--- src/rtl/hazard_ctrl.sv ---
// Hazard and stall controller for the 5-stage pipeline: per-stage enables/flushes,
// Exec operand forwarding, load-use and branch squash, and data-memory freeze with timeout.
module hazard_ctrl #(
  parameter int REG_ADDR_W   = 5,
  parameter int MEM_WAIT_MAX = 15
) (
  input  logic                  clk,
  input  logic                  rst,
  input  logic [REG_ADDR_W-1:0] dec_rs,
  input  logic [REG_ADDR_W-1:0] dec_rt,
  input  logic                  dec_uses_rt,
  input  logic [REG_ADDR_W-1:0] ex_rs,
  input  logic [REG_ADDR_W-1:0] ex_rt,
  input  logic [REG_ADDR_W-1:0] ex_rd,
  input  logic                  ex_reg_write,
  input  logic                  ex_mem_read,
  input  logic [REG_ADDR_W-1:0] mem_rd,
  input  logic                  mem_reg_write,
  input  logic                  mem_branch_taken,
  input  logic                  mem_mem_access,
  input  logic                  dmem_ready,
  input  logic [REG_ADDR_W-1:0] wb_rd,
  input  logic                  wb_reg_write,
  output logic                  pc_en,
  output logic                  ifd_en,
  output logic                  dex_en,
  output logic                  exm_en,
  output logic                  mwb_en,
  output logic                  flush_ifd,
  output logic                  flush_dex,
  output logic                  flush_exm,
  output logic [1:0]            fwd_a,
  output logic [1:0]            fwd_b,
  output logic                  dmem_timeout,
  output logic [31:0]           stall_count
);

  localparam int CNT_W = $clog2(MEM_WAIT_MAX + 1);
  localparam logic [CNT_W-1:0] WAIT_LAST = CNT_W'(MEM_WAIT_MAX - 1);

  typedef enum logic [1:0] {RUN, MEM_WAIT, FAULT} state_t;

  state_t           state_reg, state_next;
  logic [CNT_W-1:0] wait_cnt_reg, wait_cnt_next;
  logic             dmem_timeout_reg, dmem_timeout_next;
  logic [31:0]      stall_count_reg, stall_count_next;
  logic             freeze;
  logic             load_use;

  logic [REG_ADDR_W-1:0] ex_src [2];
  logic [1:0]            fwd_sel [2];

  assign ex_src[0] = ex_rs;
  assign ex_src[1] = ex_rt;

  // Mem result is younger than WB, so it wins when both target the same register.
  for (genvar gi = 0; gi < 2; gi++) begin : g_fwd
    assign fwd_sel[gi] =
      rst                                                         ? 2'b00 :
      (mem_reg_write && mem_rd != '0 && mem_rd == ex_src[gi])     ? 2'b01 :
      (wb_reg_write  && wb_rd  != '0 && wb_rd  == ex_src[gi])     ? 2'b10 :
                                                                    2'b00;
  end

  assign fwd_a = fwd_sel[0];
  assign fwd_b = fwd_sel[1];

  always_comb begin
    freeze = (state_reg == RUN && mem_mem_access && !dmem_ready) ||
             (state_reg == MEM_WAIT && !dmem_ready) ||
             (state_reg == FAULT);
    load_use = ex_mem_read && ex_rd != '0 &&
               (ex_rd == dec_rs || (dec_uses_rt && ex_rd == dec_rt));

    pc_en     = 1'b1;
    ifd_en    = 1'b1;
    dex_en    = 1'b1;
    exm_en    = 1'b1;
    mwb_en    = 1'b1;
    flush_ifd = 1'b0;
    flush_dex = 1'b0;
    flush_exm = 1'b0;

    if (rst || freeze) begin
      pc_en  = 1'b0;
      ifd_en = 1'b0;
      dex_en = 1'b0;
      exm_en = 1'b0;
      mwb_en = 1'b0;
    end else if (mem_branch_taken) begin
      flush_ifd = 1'b1;
      flush_dex = 1'b1;
      flush_exm = 1'b1;
    end else if (load_use) begin
      pc_en     = 1'b0;
      ifd_en    = 1'b0;
      flush_dex = 1'b1;
    end

    state_next    = state_reg;
    wait_cnt_next = wait_cnt_reg;
    case (state_reg)
      RUN, MEM_WAIT: begin
        if (freeze) begin
          wait_cnt_next = wait_cnt_reg + CNT_W'(1);
          state_next    = (wait_cnt_reg == WAIT_LAST) ? FAULT : MEM_WAIT;
        end else begin
          wait_cnt_next = '0;
          state_next    = RUN;
        end
      end
      FAULT:   state_next = FAULT;
      default: state_next = RUN;
    endcase

    dmem_timeout_next = dmem_timeout_reg | (state_next == FAULT);

    stall_count_next = stall_count_reg;
    if (!pc_en && stall_count_reg != 32'hFFFF_FFFF)
      stall_count_next = stall_count_reg + 32'd1;
  end

  always_ff @(posedge clk) begin
    if (rst) begin
      state_reg        <= RUN;
      wait_cnt_reg     <= '0;
      dmem_timeout_reg <= 1'b0;
      stall_count_reg  <= '0;
    end else begin
      state_reg        <= state_next;
      wait_cnt_reg     <= wait_cnt_next;
      dmem_timeout_reg <= dmem_timeout_next;
      stall_count_reg  <= stall_count_next;
    end
  end

  assign dmem_timeout = dmem_timeout_reg;
  assign stall_count  = stall_count_reg;

endmodule

--- config.mk ---
export PLATFORM = sky130hd
export DESIGN_NAME = hazard_ctrl
export DESIGN_NICKNAME = d
export VERILOG_FILES = /design/src/rtl/hazard_ctrl.sv
export SDC_FILE = /design/constraint.sdc
export NUM_CORES = 1
export LEC_CHECK = 0
export ABC_AREA = 1
export BUFFER_PORTS_ARGS = -buffer_cell sky130_fd_sc_hd__buf_4
export CORE_AREA = 2 2 75 77
export CTS_CLUSTER_DIAMETER = 100
export DETAILED_ROUTE_END_ITERATION = 8
export DIE_AREA = 0 0 77 79
export GPL_ROUTABILITY_DRIVEN = 0
export PLACE_DENSITY = 0.81
export SLEW_MARGIN = 20
export SYNTH_ARGS = -nofsm -noshare
export SYNTH_HDL_FRONTEND = slang
export SYNTH_SLANG_ARGS = --single-unit
--- constraint.sdc ---
create_clock -name clk -period 3.94 [get_ports clk]
set_input_delay 0.394 -clock clk [delete_from_list [all_inputs] [get_ports clk]]
set_output_delay 0.394 -clock clk [all_outputs]
set_load 0.02 [all_outputs]
* Word-level counts from Yosys, hierarchy flattened
Index checks and enable logic that the tools add are counted.
** Word-level totals
- Flip-flop bits (word level) :: 39
- Output and inout bits :: 45
** Operators by class
- $add $sub $neg :: 2
- Eq/ne operators :: 11
- Multiplexer cells :: 19
- Bitwise operators :: 1
- Reductions and logical operators :: 24
** Operator list (number)
- 32-bit by 1-bit adder with 32-bit output, second input constant :: 1
- 32-bit inequality test, second input constant :: 1
- 5-bit equality test :: 6
- 2-bit 2-to-1 mux :: 8
- 5-bit nonzero test :: 3
- 1-bit logical AND :: 13
- 1-bit 2-to-1 mux :: 9
- 4-bit by 1-bit adder with 4-bit output, second input constant :: 1
- 2-bit equality test, second input constant :: 2
- 4-bit equality test, second input constant :: 1
- 1-bit logical OR :: 4
- 4-bit 2-to-1 mux :: 1
- 2-bit one-hot mux with 2 select lines :: 1
- 2-bit by 1-bit equality test with 1-bit output, second input constant :: 1
- 1-bit zero test :: 2
- 2-bit zero test :: 1
- 2-bit OR reduction :: 1
- 1-bit OR :: 1

* Logic depth before layout (Yosys ltp)
Gate-level depths: netlist of the first run.
- Word-level depth :: 9
- Depth in mapped cells :: 13
- Mapped depth without buffers :: 12

* Worst setup path before layout of the first run
Ideal clock, no wire load.
- Path kind :: in2out
- Start :: input port mem_mem_access
- End :: output port flush_ifd
- Arrival :: 1.563 ns
- Data required time :: 3.546 ns
- Path slack :: 1.983 ns
- Stages on the path :: 8
- Path through :: nor2_1 -> nor3_2 -> nor2_1 -> inv_2 -> nor2_4 -> inv_1 -> nor2_1 -> buf_4
** On the way
- Cells in the longest elaborated chain, start to end :: 6
** RTL lines
- from (decl) :: line 20 : input logic mem_mem_access,
- 1-bit logical AND (2 in a row) :: line 69 : freeze = (state_reg == RUN && mem_mem_access && !dmem_ready) ||
- 1-bit logical OR :: line 69
- 1-bit logical OR :: line 70 : (state_reg == MEM_WAIT && !dmem_ready) ||
- 1-bit logical OR :: line 84 : if (rst || freeze) begin
- 1-bit 2-to-1 mux
- to (decl) :: line 29 : output logic flush_ifd,
No other way between the ends.

* Final worst setup path of the first run
- Start :: input port mem_rd[3]
- End :: output port fwd_b[0]
** On the way
- Cells in the longest elaborated chain, start to end :: 5
** RTL lines
- from (decl) :: line 17 : input logic [REG_ADDR_W-1:0] mem_rd,
- 5-bit nonzero test :: line 60 : (mem_reg_write && mem_rd != '0 && mem_rd == ex_src[gi]) ? 2'b01 :
- 1-bit logical AND :: line 60
- 1-bit logical AND * :: line 60
- 2-bit 2-to-1 mux * :: line 60
- 2-bit 2-to-1 mux * :: line 59 : rst ? 2'b00 :
- to (decl) :: line 33 : output logic [1:0] fwd_b,
Mark *: on every way between the ends. The rest lies on a longest branch, timed or not.

==> impl_results.md, run 1 <==
- Area growth syn-to-layout: 26.78%
- Hold_ws: 391.3 ps
- Met2 GRT Util: a little over two fifths
- Highest clock rate: 0.4986 GHz
- Die area: around 6100 um^2
- Tmin final: 2006 ps
- Period utilization: 50.90%
- Min-delay src: rst
- FFs w/ async S/R, synth: 0%
- Most frequent cells in the layout: nand2_1 (121), buf_4 (90), nor2_1 (87), inv_1 (57), nand3_1 (44)
- Slew @ Worst Pin: 573.6 ps
- First-pass GRT wire length: 12120 um
- Number of antenna violations at the first check in global routing: 0
- Cell Pwr Density: 233.3 nW/um^2
- Worst R2R Start: stall_count[0]$_SDFFE_PP0P_
- Yosys reg bits: 39
- Register area share after synthesis: between 20 and 30%
- Global Route met3 Usage: 5.568%
- Ant. Diodes: 0
- Overall Global Routing Usage: 23.78%
- Worst R2R Setup Slack: just over 2000 ps
- Final Hold Fails: 0
- Unique masters post-synth: 35
- ANT nets after route: 0
- Synth Flop Type: dfxtp_1
- CTS Sinks: 39
- TritonRoute pass-1 iters: 4
- Mapped Area: 2821 um^2
- Core area: 5338 um^2
- Avg Synthesized Cell Area: 5.940 um^2
- Critical Path RT: 3550 ps
- Worst r2r dst: stall_count[8]$_SDFFE_PP0P_
- Arrival time worst endpoint: 1610 ps
- Wire per inst: 11.28 um
- Lkg Pwr: between 1.5 and 2 nW
- Nets: a little over 600
- Clock Path Buffers: 2
- IO Port Bufs: 88
- H-tree levels: 2
- Status: complete, no violations
- Reg clk slew, reported paths: approximately 80 ps
- Maximum number of pins on one net before global-route repair: 63
- Post-synth EDFFs: 0
- CTS resizes: 0
- Max cap viols: 0
- Max reg flops: 32
- Critical-path maximum fanout: 3
- Via count: roughly 3200
- Post-DP HPWL: between 5000 and 6000 um
- Post-CTS Setup Repair Bufs: 0
- VDD IR max: 134.3 uV
- Die W: 77 um
- Syn. warnings: 0
- CTS Hold Bufs: 0
- Gr ovfl total: 0
- Proportion of layout cells with a drive suffix above 1: between 20% and 30%
- Skew final: 7.230 ps
- Vias/cell: 5.048
- Mapped Nets: 523
- R2R depth: 11
- Worst Hold End: state_reg[0]$_SDFF_PP0_
- First DRT Iteration DRCs: 131
- Initial Utilization: roughly 53%
- Die Ht: 79 um
- Setup crit start kind: primary input
- Worst Setup End Kind: output pin
- Vias in the first global route: 2974
- Min-Delay Path Class: in -> reg
- Final setup viols: 0
- Met1 Use GR: 26.66%
- Cts bufs inserted: 5
- Worst skew pair latency: 290 ps
- # DRC: 0
- Top-Level Pins: 90
- CTS tree: built
- Rows: 27
- CP Class: in -> out
- Setup repair after global routing missed its margin: no
- WL final: 7106 um
- Final core utilization: 67.02%
- Worst relative slew slack: around 60%
- Setup TNS Final: 0 ps
- Most common cell after layout, fill and taps aside: nand2_1
- Hold path depth: 2
- Pins over their slew limit: 0
- Clk root buf: clkbuf_8
- Mapped Cells: 475
- Gr busiest metal: met2
-- area by class of cell --
class | count | area, um^2
clock buffers | 7 | 76.32
fillers | 496 | 1760
well taps | 72 | 90.09
clock inverters | 1 | 5.005
repair buffers | 90 | 675.6
inverters | 63 | 236.5
multi-input cells | 358 | 1713
flip-flops and latches | 39 | 780.7
-- worst max path at each step --
stage,to,depth (start not counted),startpoint
2_1_floorplan,flush_ifd,8,mem_mem_access
3_3_place_gp,fwd_a[0],7,mem_rd[3]
3_5_place_dp,stall_count[0]$_SDFFE_PP0P_,13,ex_rd[2]
4_1_cts,fwd_b[0],7,mem_rd[3]
5_1_grt,flush_exm,8,state_reg[1]$_SDFF_PP0_
6_report,fwd_b[0],7,mem_rd[3]
-- logic make-up (layout without fill, tap and decap cells) --
group	Yosys count	after routing	synth area share (%)
AND/OR/NAND/NOR	289	289	45.28
adder cells (fa/ha/maj)	3	3	1.331
flip-flops	39	39	27.67
AO/OA/AOI/OAI	50	50	9.135
XOR/XNOR	16	16	4.967
buffers and inverters	78	161	11.62
-- power by group --
part           leakage, nW  switching [W]  internal [W]
registers            0.315     0.00000574      0.000399
clock network       0.0422       0.000144      0.000124
logic                 1.46      0.0000891     0.0000724
-- stage by stage --
stage                     std cells  worst slack [ps]  cell area, um^2  total power [W]
after CTS                       630              1951             3577        0.0008389
after global placement          622              2001             3496        0.0005688
after global routing            630              1771             3577        0.0008742
after floorplan                 475              1983             2821        0.0005065
final                           630              1934             3577        0.0008344
after detailed placement        622              1955             3496        0.0005744
-- metal layers --
layer  up-vias  wire length [um]  share of wire (%)
met2        83              3510                 49
met1      1421              3105                 44
met3        12               387                5.4
met4         0               103                1.4
li1       1664                 -                  -
met5         -                 0                  0
-- worst max-delay path, cell delays in order --
cell    delay [ps]
buf_4          120
xor2_1         150
or2_2          300
nor4_1         320
inv_1           80
nor2_1         100
buf_4          140
-- synth_stat cells, drive strengths merged (3+ instances only) --
master  number  area share, %
a21oi       37            6.6
buf         14            3.1
dfxtp       39             28
ha           3            1.3
inv         63            8.4
nand2      125             17
nand3       47            9.1
nand3b       3           0.93
nand4        7            1.6
nor2        91             13
nor3         6            1.6
nor4         5            1.1
o21ai        8            1.4
xnor2        5            1.6
xor2        11            3.4
No activity file was read; power rests on OpenSTA's default activity.
==> inputs of run 2 (changes only) <==
- ABC_AREA: 1 -> 0
- PLACE_DENSITY: 0.81 -> 0.75
- clock period: 3.94 -> 2 ns (I/O delays scaled with it)
==> impl_results.md, run 2 <==
- Reg clk slew, reported paths: 80 ps
- WL final: 7851 um
- Overall Global Routing Usage: around a quarter
- Nets: 510
- Rows: 27
- Vias in the first global route: about 2900
- Switch share: 26.98%
- Number of antenna violations at the first check in global routing: 0
- Most common cell after layout, fill and taps aside: buf_4
- Max reg flops: 32
- Die area: 6083 um^2
- CTS tree: built
- Syn. warnings: 0
- Final Hold Fails: 0
- TritonRoute pass-1 iters: 5
- Synth Flop Type: dfxtp_1
- Clock Path Buffers: 2
- Die Ht: 79 um
- Yosys reg bits: 39
- Mapped Cells: between 300 and 400
- Status: complete, but fails checks
- Mapped Nets: around 360
- Post-DP HPWL: 5459 um
- Failing checks: negative setup slack
- Area leader, netlist: dfxtp_1
- Register area share after synthesis: a little under a third
- Arrival time worst endpoint: 2310 ps
- IO Port Bufs: 88
- CP Class: reg -> reg
- Min-Delay Path Class: in -> reg
- Cts bufs inserted: 5
- Setup TNS Final: -129.2 ps
- Via count: around 3000
- Pins over their slew limit: 0
- Area growth syn-to-layout: 60.12%
- Most frequent cells in the layout: buf_4 (150), or4_1 (24), a21oi_1 (24), dfxtp_1 (22)
- Most frequent cell after synthesis: dfxtp_1
- Tmin final: a little over 2000 ps
- Filler Cells Inserted: about 400
- Logic pwr share: 23.2%
- Mapped Area: 2541 um^2
- CTS Sinks: 39
- Final setup viols: 3
- FFs w/ async S/R, synth: 0%
- Max cap viols: 0
- Worst relative slew slack: 78.24%
- Post-route insts no fill: 535
- Setup crit start kind: flop
- Reg power frac: 46.2%
- Synth top area cells: dfxtp_1 (31%), or4_1 (8.3%), xnor2_1 (6.9%)
- Core area: 5338 um^2
- Avg Synthesized Cell Area: between 8 and 9 um^2
- CTS Hold Bufs: 0
- Critical-path maximum fanout: 3
- Critical Path RT: 2240 ps
- First DRT Iteration DRCs: 254
- H-tree levels: 2
- Clock power frac: 30.6%
- Initial Utilization: a little under half
- Lkg Pwr: 1.696 nW
- Die W: approximately 77 um
- Switch Pwr: 0.0004597 W
- Cell Pwr Density: 418.8 nW/um^2
- Proportion of layout cells with a drive suffix above 1: 47.08%
- ANT nets after route: 0
- Period utilization: 103.6%
- Worst skew pair latency: 290 ps
- P_int: 0.001244 W
- Worst slack, placed: -130.1 ps
- Skew final: between 6 and 7 ps
- Top cell type's share of synthesized area: 30.72%
- Post-synth EDFFs: 0
- Placed inst area: 3654 um^2
- Wire per inst: 14.67 um
- Highest clock rate: 0.4825 GHz
- Unique masters post-synth: between 40 and 50
- Vias/cell: 5.690
- Cell count after placement: 506
- # DRC: 0
- Worst Setup End Kind: flop
- Final worst slack: -72.40 ps
- Hold_ws: 360.2 ps
- First-pass GRT wire length: 12370 um
- Clk root buf: clkbuf_8
- Top-Level Pins: 90
- Maximum number of pins on one net before global-route repair: 32
- Final Instance Area: just over 4000 um^2
- Slew @ Worst Pin: 326.5 ps
- VDD IR max: 286.2 uV
- Gr ovfl total: 0
- Most instantiated cells after synthesis: dfxtp_1 (39), a21oi_1 (28), or4_1 (28)
- Ant. Diodes: 0
- Setup repair after global routing missed its margin: yes
[run 2: cell types whose count changed after synthesis, sizes merged, moves of 9 or more]
cell | previous run | this run
nor2b | 0 | 12
nand2 | 125 | 20
a21oi | 37 | 28
o31ai | 0 | 19
nor2 | 91 | 21
xnor2 | 5 | 20
inv | 63 | 8
nand3 | 47 | 19
or4 | 0 | 28
[run 2: repair_timing]
action	4_1_cts	5_1_grt
endpoints found under the setup margin	9	35
cloned	2	0
gates resized for setup	13	23
pin swaps	12	9
buffers inserted	11	8
[run 2: path summary, 6_finish.rpt]
path	start	end	slack, ps	depth (start not counted)
worst max-delay path	stall_count[4]$_SDFFE_PP0P_	stall_count[27]$_SDFFE_PP0P_	-70	7
worst min-delay path	rst	stall_count[18]$_SDFFE_PP0P_	360	3
worst max register to register	stall_count[4]$_SDFFE_PP0P_	stall_count[27]$_SDFFE_PP0P_	-70	7
worst min register to register	dmem_timeout$_SDFF_PP0_	dmem_timeout$_SDFF_PP0_	460	2
[run 2: kinds of logic after synthesis]
kind of cell / Yosys count / synth area share [%]
xor gates and xnor gates: 30 / 10.34
muxes: 4 / 1.772
and+or+nand+nor: 144 / 32.84
AOI/OAI and AO/OA: 68 / 16.99
buffers and inverters: 28 / 5.859
DFF: 39 / 30.72
adders and majority gates: 3 / 1.477
[run 2: cell type report]
cell class	count	area, um^2	area share, %
Multi-Input combinational cell	249	1743	42.84
Timing Repair Buffer	159	1308	32.13
Clock inverter	1	5.005	0.1230
Clock buffer	7	76.32	1.876
Tap cell	72	90.09	2.214
Inverter	8	40.04	0.9840
Sequential cell	39	807.0	19.83
[run 2: power groups by stage]
stage / registers (W) / logic [W] / clock network, W
after detailed placement: 0.000806 / 0.000328 / 0
final: 0.000788 / 0.000395 / 0.000521
after global routing: 0.000789 / 0.000423 / 0.000562
after CTS: 0.000788 / 0.000378 / 0.000522
after floorplan: 0.000813 / 0.000154 / 0
after global placement: 0.000805 / 0.000319 / 0
[run 2: routing by layer]
metal  part of all wire (%)  global-route usage, %
met1                     42                  30.06
met5                      0                      0
met3                    5.9                  3.636
met2                     51                  43.95
met4                    1.2                  8.214
[run 2: through the flow]
stage | utilization, % | total power, W
after floorplan | - | 0.0009673
after global placement | 68.45 | 0.001124
after detailed placement | 68.45 | 0.001133
after CTS | 73.70 | 0.001688
after global routing | 76.23 | 0.001774
final | 76.23 | 0.001704
[run 2: critical path, stage by stage (launching register included)]
cell and delay (ps):
dfxtp_4 360, nand4_4 100, or3_4 410, a2111oi_4 350, buf_4 190, nand4_1 130, or4_1 420, nand2_1 70
==> inputs of run 3 (changes only) <==
- PLACE_DENSITY: 0.75 -> 0.84
==> impl_results.md, run 3 (same netlist as run 2, synthesis figures left out) <==
- Most frequent cells in the layout: buf_4 (139), or4_1 (26), a21oi_1 (26), xnor2_1 (20), nand2_1 (20)
- Final Hold Fails: 0
- Worst relative slew slack: 65.55%
- Filler Cells Inserted: 399
- CTS Sinks: 39
- Die W: 77 um
- Setup crit start kind: flop
- Nets: 495
- Tmin final: 2045 ps
- CTS tree: built
- Cell Pwr Density: 427.5 nW/um^2
- Switch Pwr: 0.0004455 W
- Die area: 6083 um^2
- Worst slack, placed: -110.5 ps
- Clock power frac: a little under a third
- Most common cell after layout, fill and taps aside: buf_4
- Final worst slack: -45.27 ps
- # DRC: 0
- Status: complete, but fails checks
- Crit-path cells: nand3_2 > or3_4 > a2111oi_4 > buf_4 > nand4_1 > or4_1 > nand2_1
- Highest clock rate: slightly below 0.5 GHz
- H-tree levels: 2
- Die Ht: 79 um
- VDD IR max: 217.3 uV
- First-pass GRT wire length: 12340 um
- ANT nets after route: 0
- Max reg flops: 32
- Clk root buf: clkbuf_8
- Max cap viols: 0
- Placed inst area: 3561 um^2
- R2R depth: 7
- Min-Delay Path Class: reg -> reg
- Critical Path RT: 2240 ps
- Cell count after placement: 497
- Reg clk slew, reported paths: approximately 70 ps
- Final Instance Area: 3850 um^2
- Proportion of layout cells with a drive suffix above 1: 44.74%
- Cts bufs inserted: 5
- Slowest cell delay on critical path: 400 ps
- Reg power frac: between 40 and 50%
- Switch share: 27.07%
- Gr ovfl total: 0
- Arrival time worst endpoint: 2290 ps
- Number of antenna violations at the first check in global routing: 0
- Skew final: 6.578 ps
- Ant. Diodes: 0
- Failing checks: negative setup slack
- Logic pwr share: 21.2%
- Post-DP HPWL: approximately 5400 um
- Worst skew pair latency: 300 ps
- First DRT Iteration DRCs: 210
- Maximum number of pins on one net before global-route repair: 52
- Clock Path Buffers: 2
- Setup TNS Final: -68.82 ps
- P_int: around 0.0012 W
- Pins over their slew limit: 0
- Post-route insts no fill: 519
- Lkg Pwr: around 1.6 nW
- WL final: 7841 um
- Core area: roughly 5300 um^2
- Final core utilization: 72.13%
- Worst Setup End Kind: flop
- Vias/cell: around 5.7
- IO Port Bufs: 88
- Slew @ Worst Pin: 516.8 ps
- Overall Global Routing Usage: around 25%
- Setup repair after global routing missed its margin: yes
- TritonRoute pass-1 iters: 4
- CP Class: reg -> reg
- Critical-path maximum fanout: 4
- Final setup viols: 5
- Via count: 2945
- Area growth syn-to-layout: 51.50%
- Period utilization: 102.3%
- Rows: 27
- Wire per inst: 15.11 um
- Top-Level Pins: 90
- Vias in the first global route: 2845
- Worst-path cell with the longest stage delay: or3_4
- Initial Utilization: a little under half
- Hold path depth: 2
[run 3: cell types whose count changed in the layout (fill, tap and decap cells not counted), moves of 2 or more]
cell	change
buf_8	-2
nor4_1	+2
a21oi_1	+2
dfxtp_4	+2
buf_6	+3
or4_1	+2
or4_4	-2
buf_12	-3
a21oi_2	-2
buf_4	-11
dfxtp_1	-3
nor4_2	-2
[run 3: power groups by stage]
stage	logic (W)	clock network, W	registers, W
2_1_floorplan	0.000154	0	0.000813
5_1_grt	0.000377	0.000553	0.000788
3_5_place_dp	0.000311	0	0.000807
4_1_cts	0.000343	0.000512	0.000789
3_3_place_gp	0.000300	0	0.000807
6_report	0.000350	0.000508	0.000788
[run 3: final timing paths]
kind / start / endpoint / slack [ps]
max: stall_count[0]$_SDFFE_PP0P_ / stall_count[27]$_SDFFE_PP0P_ / -50
max reg2reg: stall_count[0]$_SDFFE_PP0P_ / stall_count[27]$_SDFFE_PP0P_ / -50
min: dmem_timeout$_SDFF_PP0_ / dmem_timeout$_SDFF_PP0_ / 450
min reg2reg: dmem_timeout$_SDFF_PP0_ / dmem_timeout$_SDFF_PP0_ / 450
[run 3: worst max-delay path, delay by kind of cell, from the launching register on]
family | cells | cell delay (ps)
simple gates | 5 | 1050
flops | 1 | 370
buf+inv | 1 | 190
compound gates | 1 | 380
[run 3: area by class of cell]
type	count	area (um^2)	share of cell area [%]
clock buffer	7	76.32	1.982
multi-input combinational	249	1729	44.91
sequential	39	815.8	21.19
timing repair buffer	144	1109	28.79
tap	72	90.09	2.340
inverter	8	30.03	0.7800
[run 3: through the flow]
stage                     total power [W]  hold slack (ps)
final                            0.001646            448.4
after global routing             0.001718            467.9
after CTS                        0.001644            447.2
after detailed placement         0.001118            438.5
after global placement           0.001107            433.2
after floorplan                 0.0009673            364.0
[run 3: layer usage]
layer	GRT usage, %	share of wire (%)	vias up
met1	28.03	40	1394
met2	45.44	53	97
li1	-	-	1435
met5	0	0	-
met3	5.114	5.0	19
met4	10.18	2.1	0
[run 3: repair_timing]
item | CTS | global route
resized for setup | 9 | 21
endpoints found under the setup margin | 4 | 36
cloned | 1 | 0
pin swaps | 11 | 11
hold buffers | 0 | 0
buffers inserted | 9 | 7
